<file path="src/rtl/fifo_write_arbiter.sv">
// Round-robin write arbiter in front of a DEPTH-entry FIFO.
// Owns the write/read pointers and the occupancy count, and drives
// a one-cycle registered write port into an external storage array.
module fifo_write_arbiter #(
  parameter int NUM_WRITE_PORTS = 4,
  parameter int DATA_WIDTH      = 32,
  parameter int DEPTH           = 16,
  parameter int ADDR_WIDTH      = $clog2(DEPTH)
) (
  input  logic                                  clk,
  input  logic                                  rst,
  input  logic [NUM_WRITE_PORTS-1:0]            req,
  input  logic [NUM_WRITE_PORTS*DATA_WIDTH-1:0] req_data,
  output logic [NUM_WRITE_PORTS-1:0]            gnt,
  output logic                                  mem_wr_en,
  output logic [ADDR_WIDTH-1:0]                 mem_wr_addr,
  output logic [DATA_WIDTH-1:0]                 mem_wr_data,
  output logic [$clog2(NUM_WRITE_PORTS)-1:0]    mem_wr_src,
  input  logic                                  rd_en,
  output logic [ADDR_WIDTH-1:0]                 mem_rd_addr,
  output logic [ADDR_WIDTH:0]                   count,
  output logic                                  full,
  output logic                                  empty,
  output logic                                  underflow_err
);

  localparam int SRC_W = $clog2(NUM_WRITE_PORTS);
  localparam int OCC_W = ADDR_WIDTH + 2;

  // Registered state
  logic [SRC_W-1:0]      prio_q,    prio_d;
  logic [ADDR_WIDTH-1:0] wr_ptr_q,  wr_ptr_d;
  logic [ADDR_WIDTH-1:0] rd_ptr_q,  rd_ptr_d;
  logic [ADDR_WIDTH:0]   count_q,   count_d;
  logic                  wr_en_q,   wr_en_d;
  logic [ADDR_WIDTH-1:0] wr_addr_q, wr_addr_d;
  logic [DATA_WIDTH-1:0] wr_data_q, wr_data_d;
  logic [SRC_W-1:0]      wr_src_q,  wr_src_d;
  logic                  uf_q,      uf_d;

  // Arbitration results
  logic [DATA_WIDTH-1:0]      port_data [NUM_WRITE_PORTS];
  logic                       gnt_vld;
  logic [SRC_W-1:0]           gnt_idx;
  logic [SRC_W-1:0]           cand_idx;
  logic [DATA_WIDTH-1:0]      gnt_data;
  logic [NUM_WRITE_PORTS-1:0] gnt_vec;
  int                         cand;

  logic [OCC_W-1:0] occ;
  logic             full_w;
  logic             empty_w;
  logic             pop;

  // Unpack the flat payload bus into one word per requester
  for (genvar g = 0; g < NUM_WRITE_PORTS; g++) begin : g_unpack
    assign port_data[g] = req_data[g*DATA_WIDTH +: DATA_WIDTH];
  end

  // An in-flight write already owns a slot, so it counts towards full
  assign occ     = OCC_W'(count_q) + OCC_W'(wr_en_q);
  assign full_w  = (occ == OCC_W'(DEPTH));
  assign empty_w = (count_q == '0);
  assign pop     = rd_en && !empty_w;

  // Round-robin search starting at the priority pointer; nothing granted in reset or when full
  always_comb begin
    gnt_vld  = 1'b0;
    gnt_idx  = '0;
    cand_idx = '0;
    gnt_data = '0;
    gnt_vec  = '0;
    cand     = 0;
    if (!rst && !full_w) begin
      for (int k = 0; k < NUM_WRITE_PORTS; k++) begin
        cand = int'(prio_q) + k;
        if (cand >= NUM_WRITE_PORTS) cand = cand - NUM_WRITE_PORTS;
        cand_idx = SRC_W'(cand);
        if (!gnt_vld && req[cand_idx]) begin
          gnt_vld           = 1'b1;
          gnt_idx           = cand_idx;
          gnt_vec[cand_idx] = 1'b1;
          gnt_data          = port_data[cand_idx];
        end
      end
    end
  end

  // Next-state: write pipeline, priority rotation, pointers, occupancy, underflow
  always_comb begin
    prio_d    = prio_q;
    wr_ptr_d  = wr_ptr_q;
    rd_ptr_d  = rd_ptr_q;
    count_d   = count_q;
    wr_en_d   = gnt_vld;
    wr_addr_d = wr_addr_q;
    wr_data_d = wr_data_q;
    wr_src_d  = wr_src_q;
    uf_d      = uf_q;

    if (gnt_vld) begin
      wr_addr_d = wr_ptr_q;
      wr_data_d = gnt_data;
      wr_src_d  = gnt_idx;
      wr_ptr_d  = wr_ptr_q + 1'b1;
      prio_d    = (gnt_idx == SRC_W'(NUM_WRITE_PORTS - 1)) ? '0 : gnt_idx + 1'b1;
    end

    if (rd_en && empty_w) uf_d = 1'b1;
    if (pop) rd_ptr_d = rd_ptr_q + 1'b1;

    // The write registered last cycle commits at this edge
    case ({wr_en_q, pop})
      2'b10:   count_d = count_q + 1'b1;
      2'b01:   count_d = count_q - 1'b1;
      default: count_d = count_q;
    endcase
  end

  // State registers; reset drops any in-flight write
  always_ff @(posedge clk or posedge rst) begin
    if (rst) begin
      prio_q    <= '0;
      wr_ptr_q  <= '0;
      rd_ptr_q  <= '0;
      count_q   <= '0;
      wr_en_q   <= 1'b0;
      wr_addr_q <= '0;
      wr_data_q <= '0;
      wr_src_q  <= '0;
      uf_q      <= 1'b0;
    end else begin
      prio_q    <= prio_d;
      wr_ptr_q  <= wr_ptr_d;
      rd_ptr_q  <= rd_ptr_d;
      count_q   <= count_d;
      wr_en_q   <= wr_en_d;
      wr_addr_q <= wr_addr_d;
      wr_data_q <= wr_data_d;
      wr_src_q  <= wr_src_d;
      uf_q      <= uf_d;
    end
  end

  assign gnt           = gnt_vec;
  assign mem_wr_en     = wr_en_q;
  assign mem_wr_addr   = wr_addr_q;
  assign mem_wr_data   = wr_data_q;
  assign mem_wr_src    = wr_src_q;
  assign mem_rd_addr   = rd_ptr_q;
  assign count         = count_q;
  assign full          = full_w;
  assign empty         = empty_w;
  assign underflow_err = uf_q;

endmodule

</file>
<file path="config.mk">
export PLATFORM = sky130hd
export DESIGN_NAME = fifo_write_arbiter
export DESIGN_NICKNAME = d
export VERILOG_FILES = /design/src/rtl/fifo_write_arbiter.sv
export SDC_FILE = /design/constraint.sdc
export NUM_CORES = 1
export LEC_CHECK = 0
export ABC_AREA = 1
export CAP_MARGIN = 20
export CORE_ASPECT_RATIO = 2
export CORE_UTILIZATION = 35
export CTS_CLUSTER_SIZE = 25
export DETAILED_ROUTE_END_ITERATION = 16
export GPL_ROUTABILITY_DRIVEN = 0
export SKIP_CTS_REPAIR_TIMING = 1
export SYNTH_ARGS = -nofsm -noshare
export SYNTH_HDL_FRONTEND = slang
export SYNTH_SLANG_ARGS = --single-unit
</file>
<file path="constraint.sdc">
create_clock -name clk -period 3.3 [get_ports clk]
set_clock_uncertainty 0.1 [all_clocks]
set_input_delay 0.66 -clock clk [delete_from_list [all_inputs] [get_ports clk]]
set_output_delay 0.66 -clock clk [all_outputs]
set_load 0.03 [all_outputs]
</file>
# [Word level (Yosys, flattened, before mapping)]
# Index checks and enable logic that the tools add are counted.
[totals] regBits=55 out_inout_bits=55 word_cells=131
[classes] addsub=13 magnitude_cmp=16 n_eq_ne=4 n_mux=64 n_bitwise=7 reduce_logical=18
[op_table] cell="$mux 32" n=13
[op_table] cell="$bmux 32 s2" n=4
[op_table] cell="$mux 4" n=8
[op_table] cell="$mux 2" n=14
[op_table] cell="$ge 3x3->1 const B" n=7
[op_table] cell="$mux 1" n=16
[op_table] cell="$lt 2x3->1 const B" n=4
[op_table] cell="$not 2->3" n=4
[op_table] cell="$or 4x4->4" n=3
[op_table] cell="$logic_and 1x1->1" n=10
[op_table] cell="$pmux 5 s2" n=1
[op_table] cell="$add 4x1->4 const B" n=2
[op_table] cell="$bmux 1 s2" n=4
[op_table] cell="$demux 1 s2" n=4
[op_table] cell="$ge 2x1->1 const B" n=4
[op_table] cell="$sub 2x1->2 const B" n=4
[op_table] cell="$add 2x2->3 const B" n=2
[op_table] cell="$add 5x1->6" n=1
[op_table] cell="$eq 6x5->1 const B" n=1
[op_table] cell="$logic_not 1->1" n=6
[op_table] cell="$add 5x1->5 const B" n=1
[op_table] cell="$logic_not 5->1" n=1
[op_table] cell="$sub 5x1->5 const B" n=1
[op_table] cell="$eq 2x2->1 const B" n=2
[op_table] cell="5 further kinds" n=5

# [Logic depth before layout (Yosys ltp)]
# Gate-level depths: netlist of the first run.
[depth] ltp_word=23 mapped_depth=18 depth_no_buf=18

# [Least setup slack after synthesis of the first run]
# OpenSTA, ideal clock, no wires.
[synth_path] kind="reg2out" startpoint="register prio_q[1]" endpoint="output port gnt[3]" arrival_ns=2.529 path_slack_ns=0.011 stages_incl_launch_ff=16 path_buffers=5 cell_sequence="dfrtp_1 inv_2 buf_2 clkbuf_1 ha_1 buf_2 inv_2 buf_2 nand2_1 nand2_1 nor2_8 nand3b_4 buf_6 nor2_1 o21ai_1 inv_1"
[synth_between] elab_chain_len=19 elab_cells_between_ends=70
[synth_lines] element="start, declared" line="31" source="logic [SRC_W-1:0] prio_q, prio_d;"
[synth_lines] element="start signal, assigned" line="133" source="prio_q <= prio_d;"
[synth_lines] element="parallel branches: the longest is 17 deep, another holds $add 2x1->3"
[synth_lines] element="$mux 4 *" line="79" source="if (!gnt_vld && req[cand_idx]) begin"
[synth_lines] element="$mux 4 *" line="74" source="if (!rst && !full_w) begin"
[synth_lines] element="end, declared" line="14" source="output logic [NUM_WRITE_PORTS-1:0] gnt,"
# Mark *: on every way between the ends. The select of a mux whose other input is x is not followed.

# [Final worst setup path of the first run]
[layout_path] startpoint="register count_q[0], in the netlist count[0]" endpoint="output port gnt[3]"
[layout_between] elab_chain_len=5
[layout_lines] element="start, declared" line="34" source="logic [ADDR_WIDTH:0] count_q, count_d;"
[layout_lines] element="start signal, assigned" line="136" source="count_q <= count_d;"
[layout_lines] element="$add 5x1->6" line="61" source="assign occ = OCC_W'(count_q) + OCC_W'(wr_en_q);"
[layout_lines] element="$eq 6x5->1" line="62" source="assign full_w = (occ == OCC_W'(DEPTH));"
[layout_lines] element="$logic_not 1->1" line="74"
[layout_lines] element="$logic_and 1x1->1" line="74"
[layout_lines] element="$mux 4" line="74"
# No other way between the ends.

==> flow_summary.json, run 1 <==
{
  "power_switching_uw": 5650,
  "path_class": "flop to output pin",
  "synth_fp_nets": 1353,
  "route.detailed.drc": 0,
  "synth_edf_count": 0,
  "synth-seq-cells": 55,
  "grt_use_met2": 0.468,
  "hold_violations": 0,
  "dpl_cell_area_um2": 8580,
  "num_rows": 70,
  "worstHoldPathType": "flop to flop",
  "cts_buffer_depth": 2,
  "cts.clk_slew.worst_paths_ns": 0.08,
  "first_pass_iters": 5,
  "start_kind": "flop",
  "ys_seq_area_frac": 0.208,
  "grt_pass1_vias": 7349,
  "async_flop_share": 1.00,
  "cts_sinks": 55,
  "grt-ovfl-total": 0,
  "synthSimpleGateAreaFrac": 0.383,
  "crit_path_end_kind": "output pin",
  "grt_max_degree": 148,
  "clk_latency_ns": 0.30,
  "relSlewSlack": 0.550,
  "antenna_found_initial": 2,
  "die_w_um": 99.2,
  "ir_worst_vdd_v": 0.000801,
  "cts_buffers": 5,
  "core_um2": 18400,
  "cp_max_fo": 6,
  "grtUsageMet1": 0.233,
  "grt_use_met3": 0.0248,
  "synth_top_family_by_area": "simple AND/OR/NAND/NOR gates",
  "cts_tree": "built",
  "clkPwrFrac": 0.059,
  "syn-cell-area_um2": 6610,
  "r2r_cells": 18,
  "synthCells": 1204,
  "wirelength_mm": 22.0,
  "area.growth.synth_to_final_pct": 32.4,
  "required_ns": 2.54,
  "fin_crit_sh": 0.945,
  "final_cell_area_um2": 8760,
  "htreeDepth": 2,
  "die_y_um": 196,
  "synth_mux_area_frac": 0,
  "ios": 190,
  "cap_viol_max_count": 0,
  "drt_iter0_markers": 306,
  "finalCriticalPeriod_ns": 3.12,
  "final_nets": 1489,
  "leakage_uw": 0.00413,
  "fillers": 1991,
  "start_util": 0.360,
  "yosysWarnings": 0,
  "synth-main-ff-cell": "dfrtp_1",
  "track_usage": 0.232,
  "fin_tns_setup_ns": 0,
  "num_vias": 7799,
  "power.density_nw_per_um2": 1110,
  "busiest_layer": "met2",
  "p_comb_frac": 0.804,
  "die_area_um2": 19500,
  "rsz0062_at_grt": "false",
  "critical_path_arrival_ns": 2.36,
  "slew_violations": 0,
  "layout-drive-gt1-share": 0.0656,
  "outcome": "finished, final reports clean",
  "portBuffers": 189,
  "swShare": 0.579,
  "synth_compound_gate_area_share": 0.249,
  "ant_nets": 0,
  "wl_per_cell_um": 14.1,
  "worstMarginPinSlew_ns": 0.674,
  "hold_depth": 1,
  "synth_adder_area_share": 0.0265,
  "viasPerCell": 5.00,
  "hpwlAfterDp_mm": 16.5,
  "seq_power_share": 0.137,
  "grt_pass1_wl_mm": 35.7,
  "syn_avg_cell_area_um2": 5.49,
  "synth_xor_area_frac": 0.0146,
  "synth_cell_types": 31,
  "max_clock_freq_ghz": 0.321,
  "finalSetupViolCount": 0,
  "cts_root_buf": "clkbuf_16",
  "intPower_uw": 4110
}
## layout make-up
type | count | area [µm²] | area share
multi-input combinational | 965 | 4460 | 0.509
timing repair buffer | 211 | 2100 | 0.240
tap | 216 | 270 | 0.0309
clock inverter | 3 | 27.5 | 0.00314
sequential | 55 | 1380 | 0.158
antenna | 2 | 5.00 | 0.000572
inverter | 102 | 390 | 0.0446
clock buffer | 5 | 125 | 0.0143
## routing by layer
metal  vias up  routed length, µm
li1       4104                  -
met1      3455               8080
met2       206              12400
met3        34                891
met4         0                662
met5         -                  0
## registers in the layout, summed over array words and instances, names as in the netlist
register       cells
mem_rd_addr        4
mem_wr_en          1
mem_wr_src         2
wr_ptr_q           4
count              5
underflow_err      1
prio_q             2
mem_wr_data       32
mem_wr_addr        4
## power by group through the flow
stage	registers [µW]	logic, µW	clock network, µW
6_report	1330	7850	575
2_1_floorplan	1880	5250	0
4_1_cts	1370	7870	599
5_1_grt	1380	8890	612
3_3_place_gp	1380	7790	0
3_5_place_dp	1380	7860	0
## layout by cell type, fill, tap and decap left out, types with 2 or more instances in the layout
cell type,count
a21oi_2,21
dfrtp_1,54
o21ai_0,212
xor2_1,5
inv_1,95
xnor2_1,6
nand4_1,2
nand2_4,2
a21oi_1,17
inv_4,3
clkbuf_16,5
inv_2,4
nor2_1,97
nand3_1,52
clkdlybuf4s50_1,184
buf_12,4
nand2_1,453
nand3_2,2
nor2_2,15
buf_4,22
o21ai_1,58
diode_2,2
ha_1,13
## cells by family (layout without fill, tap and decap cells)
group,count (synthesis),after routing
and+or+nand+nor,628,628
AOI/OAI and AO/OA,312,312
buffers and inverters,184,321
DFF,55,55
adders and majority gates,14,14
xor gates and xnor gates,11,11
other,0,2
## per-stage QoR
step / worst slack [ns] / util / instances / hold slack (ns) / power [µW]
4_1_cts: -0.00783 / 0.475 / 1555 / 0.377 / 9840
6_report: 0.181 / 0.476 / 1559 / 0.372 / 9760
5_1_grt: 0.0446 / 0.476 / 1559 / 0.392 / 10900
3_3_place_gp: 0.283 / 0.466 / 1547 / 0.349 / 9160
2_1_floorplan: 0.0114 / - / 1204 / 0.364 / 7130
3_5_place_dp: 0.259 / 0.466 / 1547 / 0.362 / 9240
## final timing paths
check / end / slack (ns) / from
worst max-delay path: gnt[3] / 0.18 / count[0]
worst min-delay path: mem_rd_addr[3] / 0.37 / mem_rd_addr[3]
worst max register to register: count[4] / 0.53 / count[2]
worst min register to register: mem_rd_addr[3] / 0.37 / mem_rd_addr[3]
max in group asynchronous: underflow_err / 1.83 / rst
min in group asynchronous: mem_wr_data[5] / 0.68 / rst
## synthesized netlist by cell type, types with 6 or more instances
master	number	area, µm²
a21oi_1	17	85.1
o21ai_1	58	290
xnor2_1	6	52.6
nor2_2	15	93.8
dfrtp_1	55	1380
o21ai_0	212	1060
nor2_1	97	364
buf_1	10	37.5
inv_1	96	360
buf_6	6	67.6
buf_2	34	170
ha_1	14	175
nand3_1	52	260
nand2_1	453	1700
a21oi_2	21	184
clkbuf_1	32	120
## worst max-delay path: stages, from the launching register on
cell and delay (ns):
dfrtp_1 0.46, ha_1 0.25, ha_1 0.28, inv_1 0.03, nand2_1 0.05, nor2_1 0.04, nand3_1 0.07, nor2_1 0.08
nor2_1 0.42, o21ai_1 0.15, inv_1 0.08, buf_4 0.15
Power figures use the tool's default switching activity.
==> run 2, diff against run 1 <==
--- a/config.mk
+++ b/config.mk
@@ -12,6 +12,7 @@
 export CTS_CLUSTER_SIZE = 25
 export DETAILED_ROUTE_END_ITERATION = 16
 export GPL_ROUTABILITY_DRIVEN = 0
+export PLACE_DENSITY = 0.73
 export SKIP_CTS_REPAIR_TIMING = 1
 export SYNTH_ARGS = -nofsm -noshare
 export SYNTH_HDL_FRONTEND = slang
==> flow_summary.json, run 2 (synthesis results as in run 1) <==
{
  "wl_per_cell_um": 14.0,
  "cts_tree": "built",
  "fin_tns_setup_ns": 0,
  "largest_reg_flops": 32,
  "layout-drive-gt1-share": 0.0635,
  "drt_iter0_markers": 299,
  "fin_crit_sh": 0.949,
  "viasPerCell": 5.06,
  "die_area_um2": 19500,
  "critPathSlowestCell": "ha_4",
  "outcome": "finished, final reports clean",
  "slew_violations": 0,
  "grt_max_degree": 117,
  "track_usage": 0.226,
  "first_pass_iters": 4,
  "critical_path_arrival_ns": 2.37,
  "p_total_uw": 9720,
  "wirelength_mm": 21.8,
  "cts_root_buf": "clkbuf_16",
  "finalSetupViolCount": 0,
  "hold_violations": 0,
  "dpl_cell_area_um2": 8540,
  "cts_buffer_depth": 2,
  "crit_path_end_kind": "output pin",
  "swShare": 0.581,
  "cp_max_fo": 20,
  "worstHoldPathType": "flop to flop",
  "cts_sinks": 55,
  "rsz0062_at_grt": "false",
  "required_ns": 2.54,
  "die_y_um": 196,
  "start_kind": "flop",
  "die_w_um": 99.2,
  "place_ws_ns": 0.253,
  "core_um2": 18400,
  "start_util": 0.360,
  "hpwlAfterDp_mm": 16.2,
  "final_nets": 1486,
  "grt_pass1_wl_mm": 34.9,
  "num_rows": 70,
  "ios": 190,
  "final_common_cell": "nand2_1",
  "grt-ovfl-total": 0,
  "cap_viol_max_count": 0,
  "area.growth.synth_to_final_pct": 31.8,
  "worstPathCellList": "clkinv_2 > ha_4 > inv_2 > nand2_1 > nand2_1 > nor2_8 > nand2_4 > o21ai_0 > o21ai_1 > inv_1 > buf_4",
  "final_cell_area_um2": 8710,
  "p_comb_frac": 0.800,
  "clkPwrFrac": 0.059,
  "route.detailed.drc": 0,
  "seq_power_share": 0.140,
  "final_cell_mix": "453 x nand2_1, 212 x o21ai_0, 184 x clkdlybuf4s50_1, 97 x nor2_1, 95 x inv_1",
  "crit_top_cell": "nand2_1",
  "portBuffers": 189,
  "leakage_uw": 0.00411,
  "finalCriticalPeriod_ns": 3.13,
  "max_clock_freq_ghz": 0.319,
  "cts.clk_slew.worst_paths_ns": 0.08,
  "power_switching_uw": 5650,
  "ant_nets": 0,
  "power.density_nw_per_um2": 1120,
  "num_vias": 7873,
  "htreeDepth": 2,
  "path_class": "flop to output pin",
  "intPower_uw": 4070,
  "grt_pass1_vias": 7384,
  "timing.final.ws_setup_ns": 0.170,
  "relSlewSlack": 0.355,
  "clk_latency_ns": 0.30,
  "ir_worst_vdd_v": 0.000529,
  "utilization": 0.474,
  "slowest_delay_ns": 0.42,
  "worstMarginPinSlew_ns": 0.967,
  "antenna_found_initial": 1,
  "cts_buffers": 5
}
==> run 2: cell types whose count changed in the layout (fill, tap and decap cells not counted) <==
cell        before  now
buf_12           4    2
buf_4           22   21
clkinv_2         0    1
clkinvlp_4       1    0
diode_2          2    1
ha_2             1    0
ha_4             0    1
inv_4            3    2
inv_6            0    2
inv_8            1    0
==> run 2: per-layer routing <==
metal | part of all wire | global-route usage
met1 | 0.37 | 0.236
met2 | 0.54 | 0.438
met3 | 0.047 | 0.0220
met4 | 0.044 | 0.113
met5 | 0 | 0
==> run 2: metrics by stage <==
step                hold slack (ns)  instances
finish                        0.370       1555
global route                  0.385       1555
floorplan                     0.364       1204
global placement              0.352       1546
detailed placement            0.354       1546
CTS                           0.375       1554
==> run 2: critical path: cells and delay by family (launching register included) <==
kind	cells	cell delay, ns
simple gates	4	0.43
buf+inv	4	0.54
fa+ha+maj	1	0.42
flops	1	0.37
compound gates	2	0.30
==> run 2: area by class of cell <==
| type | instances | area (µm²) |
|---|---|---|
| Antenna cell | 1 | 2.50 |
| Clock buffer | 5 | 125 |
| Clock inverter | 3 | 26.3 |
| Fill cell | 1915 | 9680 |
| Inverter | 102 | 389 |
| Multi-Input combinational cell | 965 | 4470 |
| Sequential cell | 55 | 1380 |
| Tap cell | 216 | 270 |
| Timing Repair Buffer | 208 | 2050 |
==> run 2: final timing paths <==
path	depth (start not counted)	slack [ns]	startpoint	to
worst min-delay path	1	0.37	underflow_err	underflow_err
min in group asynchronous	2	0.61	rst	mem_wr_en
worst max register to register	18	0.49	count[3]	count[4]
max in group asynchronous	3	1.79	rst	mem_wr_addr[0]
worst max-delay path	11	0.17	prio_q[1]	gnt[2]
worst min register to register	1	0.37	underflow_err	underflow_err
==> run 2: power by group through the flow <==
stage / registers [µW] / logic [µW] / clock network [µW]
2_1_floorplan: 1880 / 5250 / 0
3_3_place_gp: 1380 / 7630 / 0
3_5_place_dp: 1380 / 7770 / 0
4_1_cts: 1370 / 7790 / 598
5_1_grt: 1420 / 8780 / 623
6_report: 1360 / 7780 / 578
==> RTL edit 1: new RTL, config.mk and constraints of run 2 <==
`DATA_WIDTH`: 32 -> 28.
--- a/src/rtl/fifo_write_arbiter.sv
+++ b/src/rtl/fifo_write_arbiter.sv
@@ -4,5 +4,5 @@
 module fifo_write_arbiter #(
   parameter int NUM_WRITE_PORTS = 4,
-  parameter int DATA_WIDTH      = 32,
+  parameter int DATA_WIDTH      = 28,
   parameter int DEPTH           = 16,
   parameter int ADDR_WIDTH      = $clog2(DEPTH)
Ports: changed (resized mem_wr_data and req_data); port bits go from 190 to 170. The function was not compared with the original's and may differ.
==> RTL edit 1 against run 2 <==
Combinational power hardly changed; power down 1.1%; critical path depth grew 3; global-route usage is 1.9 points lower; routed wire length down 11%; cell area shrank 4.6%; sequential cell count down 4; non-clock buffer count shrank 8; via count shrank 7.4%; clock power up 13%; final cell count fell by 5.8%; synthesized area is 5.0% lower; worst setup slack worse by 4.8 ps; critical endpoint is now gnt[1].
==> RTL edit 1: results <==
[route]
wl_met2_um = 10100
drt_iter0_markers = 398
avgViaCountPerCell = 4.98
drt-met1-wl_um = 7510
route.met3.wl_um = 754
firstDrtPassIters = 7
wl_um = 19500

[power_and_ir_drop]
max-vdd-ir-drop_uv = 511
leakagePower_nw = 4.12

[yosys]
synthTopCellsByCount = "nand2_1 (450), o21ai_0 (135), nor2_1 (105), o21ai_1 (68), inv_1 (61)"
synthAdderAreaFrac = 0.0279
yosysSeqAreaShare = 0.203
synth_xor_area_frac = 0.0167
synth.mux.area_fraction = 0.00159
synth_nets = 1252
synthFlopType = "dfrtp_1"
synth-compound-area-share = 0.182
syn_area_per_cell_um2 = 5.62
ys_types = 38
synth.area.top_cells = "nand2_1 (27%), dfrtp_1 (20%), o21ai_0 (11%)"

[cells_and_area]
final-instance-count-excl-fill = 1465
layout-drive-gt1-share = 0.0791
largest_reg_flops = 28
fin_nets = 1383

[run_status]
status = "complete, no violations"

[critical_path]
cp_max_fo = 29
r2r_cells = 17
reg2reg_slack_ps = 530
worstPathArrival_ps = 2370
slowest_delay_ps = 520
cp_slowest_cell = "clkdlybuf4s50_1"

[placement]
dpl-instance-area_mm2 = 0.00810
dp_hpwl_um = 15200
port_buffers = 169
dp_slack_ps = -160

[hold_path]
holdPathStages = 1
min-delay-start = "underflow_err$_DFFE_PP0P_"

[timing]
worstMarginPinSlew_ps = 627
whs_ps = 370

[grt]
grt_pass1_wl_um = 31200
grt_max_degree = 104
grt_util_all_layers = 0.207
grt_pass1_vias = 6652
grt_antenna_before_repair = 1

[clocking]
path_clk_slew_ps = 60
cts_buffers = 5
htreeDepth = 2
==> RTL edit 1: cell count changes in the layout (fill, tap and decap cells not counted), moves of 14 or more <==
cell             before  now
a21oi_2              21    5
clkdlybuf4s50_1     184  164
inv_1                95   58
nand3_1              52   34
nor2_2               15    1
o21ai_0             212  135
or2_1                 0   26
or2_2                 0   16
==> RTL edit 1: report_power, final <==
| group | total (mW) | leakage [nW] | internal [mW] | switching [mW] |
|---|---|---|---|---|
| sequential | 1.21 | 0.622 | 0.961 | 0.249 |
| combinational | 7.75 | 3.40 | 2.81 | 4.94 |
| clock | 0.651 | 0.0911 | 0.435 | 0.217 |
==> RTL edit 1: final cells by class <==
class / instances / area [um^2]
diodes: 1 / 2.50
repair buffers: 200 / 1980
well taps: 213 / 267
flip-flops and latches: 51 / 1280
inverters: 67 / 256
clock buffers: 6 / 129
clock inverters: 2 / 60.1
fillers: 1822 / 9380
multi-input cells: 925 / 4350
==> RTL edit 1: per-layer routing <==
| layer | global-route usage | vias up |
|---|---|---|
| met4 | 0.132 | 0 |
| met1 | 0.228 | 3209 |
| met5 | 0 | - |
| li1 | - | 3790 |
| met3 | 0.0102 | 51 |
| met2 | 0.384 | 243 |
==> RTL edit 1: logic make-up after synthesis <==
group           Yosys count
compound gates          222
xor+xnor                 12
fa+ha+maj                14
buf+inv                 143
flops                    51
mux                       1
simple gates            676
==> RTL edit 1: worst max-delay path, delay by kind of cell <==
kind | cells | cell delay (ps)
buffers and inverters | 6 | 1030
AND/OR/NAND/NOR | 6 | 470
AO/OA/AOI/OAI | 2 | 220
==> RTL edit 1: worst max-delay path by stage <==
stage	startpoint	to	slack (ps)	cells after the start
floorplan	prio_q[1]$_DFFE_PP0P_	gnt[2]	9	16
global placement	req[1]	gnt[3]	-140	15
detailed placement	req[0]	gnt[3]	-160	12
CTS	req[0]	gnt[3]	-160	12
global route	req[2]	gnt[0]	6	15
finish	req[1]	gnt[1]	170	14
==> RTL edit 2: new RTL, settings of run 2 <==
Without the edit above. Make the reset (`rst`) synchronous in one clocked block.
--- a/src/rtl/fifo_write_arbiter.sv
+++ b/src/rtl/fifo_write_arbiter.sv
@@ -119,5 +119,5 @@
 
   // State registers; reset drops any in-flight write
-  always_ff @(posedge clk or posedge rst) begin
+  always_ff @(posedge clk) begin
     if (rst) begin
       prio_q    <= '0;
Behaviour: differs if rst is asserted again (counterexample within 4 cycles, from zero or initial values and one cycle with rst high); with rst held inactive, the same outputs for 4 cycles.
==> RTL edit 2 against run 2 <==
Cell area down 1.2%; sequential cell count unchanged; largest power group unchanged; count of clock-buffer cells in the layout unchanged; critical path type unchanged; routed wire length up 2.6%; worst setup slack better by 40 ps; power down 21%; clock power down 2%; hold slack worse by 7.4 ps; first-iteration DRC count up 47%; synthesized area down 0.61%; maximum frequency up 1.3%.
==> RTL edit 2: results <==
[run_status]
status = "complete, no violations"

[route]
via_count = 8170
route.met3.wl_um = 951
wl_met2_um = 11800
drt_iter0_markers = 441
drt-met1-wl_um = 8320
firstDrtPassIters = 5
wl_per_cell_um = 14.0
highest_layer = "met4"

[yosys]
synthFlopType = "dfxtp_1"
yosysSeqAreaShare = 0.167
synth.mux.area_fraction = 0
synth.area.top_cells = "nand2_1 (31%), dfxtp_1 (17%), o21ai_0 (13%)"
synth_xor_area_frac = 0.00933
synth-compound-area-share = 0.230
async_flop_share = 0
syn_inst = 1258
synth_nets = 1407
synthAdderAreaFrac = 0.0266
yosys_warnings = 0
synthTopCellsByCount = "nand2_1 (538), o21ai_0 (171), o21ai_1 (103), nor2_1 (78), inv_1 (64)"
ys_types = 36

[hold_path]
hold_class = "flop to flop"

[cells_and_area]
largest_reg_flops = 32
layout-drive-gt1-share = 0.0593
fin_nets = 1530
nFillCells = 1922
final-instance-count-excl-fill = 1601

[critical_path]
cp_max_fo = 6
worstPathArrival_ps = 2330
slowest_delay_ps = 400
crit_family = "buffers and inverters"
cp_slowest_cell = "ha_1"

[grt]
grt_max_degree = 141
grt_antenna_before_repair = 3
grt_pass1_vias = 7557
grt_pass1_wl_um = 35700
grt_util_all_layers = 0.229

[power_and_ir_drop]
leakagePower_nw = 4.12
max-vdd-ir-drop_uv = 472

[clocking]
cts_buffers = 5
clockRootBuffer = "clkbuf_16"
htreeDepth = 2
insertion_delay_ps = 300
path_clk_slew_ps = 80
clk_path_buf_depth = 2

[timing]
worstMarginPinSlew_ps = 762

[placement]
port_buffers = 189
dp_hpwl_um = 16100
RTL edit 2: cell count changes after synthesis, sizes merged, moves of 12 or more:
cell	run 2	this run
clkbuf	32	44
inv	102	69
a21oi	38	22
dfrtp	55	0
or2	0	32
nand2	456	544
dfxtp	0	55
nor2	114	80
RTL edit 2: kinds of logic (layout without fill, tap and decap cells):
logic type / after synthesis / after routing
buffers and inverters: 161 / 285
XOR/XNOR: 7 / 7
flip-flops: 55 / 55
AND/OR/NAND/NOR: 721 / 721
adder cells (fa/ha/maj): 14 / 14
other: 0 / 3
AO/OA/AOI/OAI: 300 / 300
RTL edit 2: worst paths after layout:
| path | start | endpoint | slack [ps] | depth (start not counted) |
|---|---|---|---|---|
| hold reg to reg | mem_rd_addr[3]$_SDFFE_PP0N_ | mem_rd_addr[3]$_SDFFE_PP0N_ | 360 | 2 |
| setup reg to reg | prio_q[0]$_SDFFE_PP0P_ | mem_wr_src[1]$_SDFFE_PP0P_ | 410 | 11 |
| hold / removal | mem_rd_addr[3]$_SDFFE_PP0N_ | mem_rd_addr[3]$_SDFFE_PP0N_ | 360 | 2 |
| setup / recovery | prio_q[0]$_SDFFE_PP0P_ | gnt[2] | 210 | 13 |
RTL edit 2: through the flow:
| stage | area, um^2 | worst slack (ps) |
|---|---|---|
| after global placement | 8440 | 232 |
| after detailed placement | 8440 | 214 |
| final | 8610 | 210 |
| after floorplan | 6570 | 33.1 |
| after global routing | 8610 | 3.58 |
| after CTS | 8590 | 66.5 |
RTL edit 2: worst min-delay path: cells and delay by family, from the launching register on:
family / cells / cell delay [ps]
DFF: 1 / 310
buffers and inverters: 1 / 60
AOI/OAI and AO/OA: 1 / 50
RTL edit 2: per-layer routing:
metal / vias up / track usage
met5: - / 0
met3: 71 / 0.0267
met2: 252 / 0.427
li1: 4267 / -
met4: 0 / 0.144
met1: 3580 / 0.238
RTL edit 2: power by group:
part           leakage [nW]  total [mW]  switching (mW)  internal (mW)
clock network        0.0708       0.567           0.279          0.288
registers             0.456        1.12           0.206          0.918
logic                  3.59        5.99            3.85           2.13
RTL edit 2: layout make-up:
type                            instances  area (um^2)  share of cell area
Multi-Input combinational cell       1042         4730               0.550
Timing Repair Buffer                  207         2070               0.240
Sequential cell                        55         1110               0.128
Inverter                               70          272              0.0315
Tap cell                              216          270              0.0314
Clock buffer                            5          125              0.0145
Clock inverter                          3         25.0             0.00291
Antenna cell                            3         7.51            0.000872
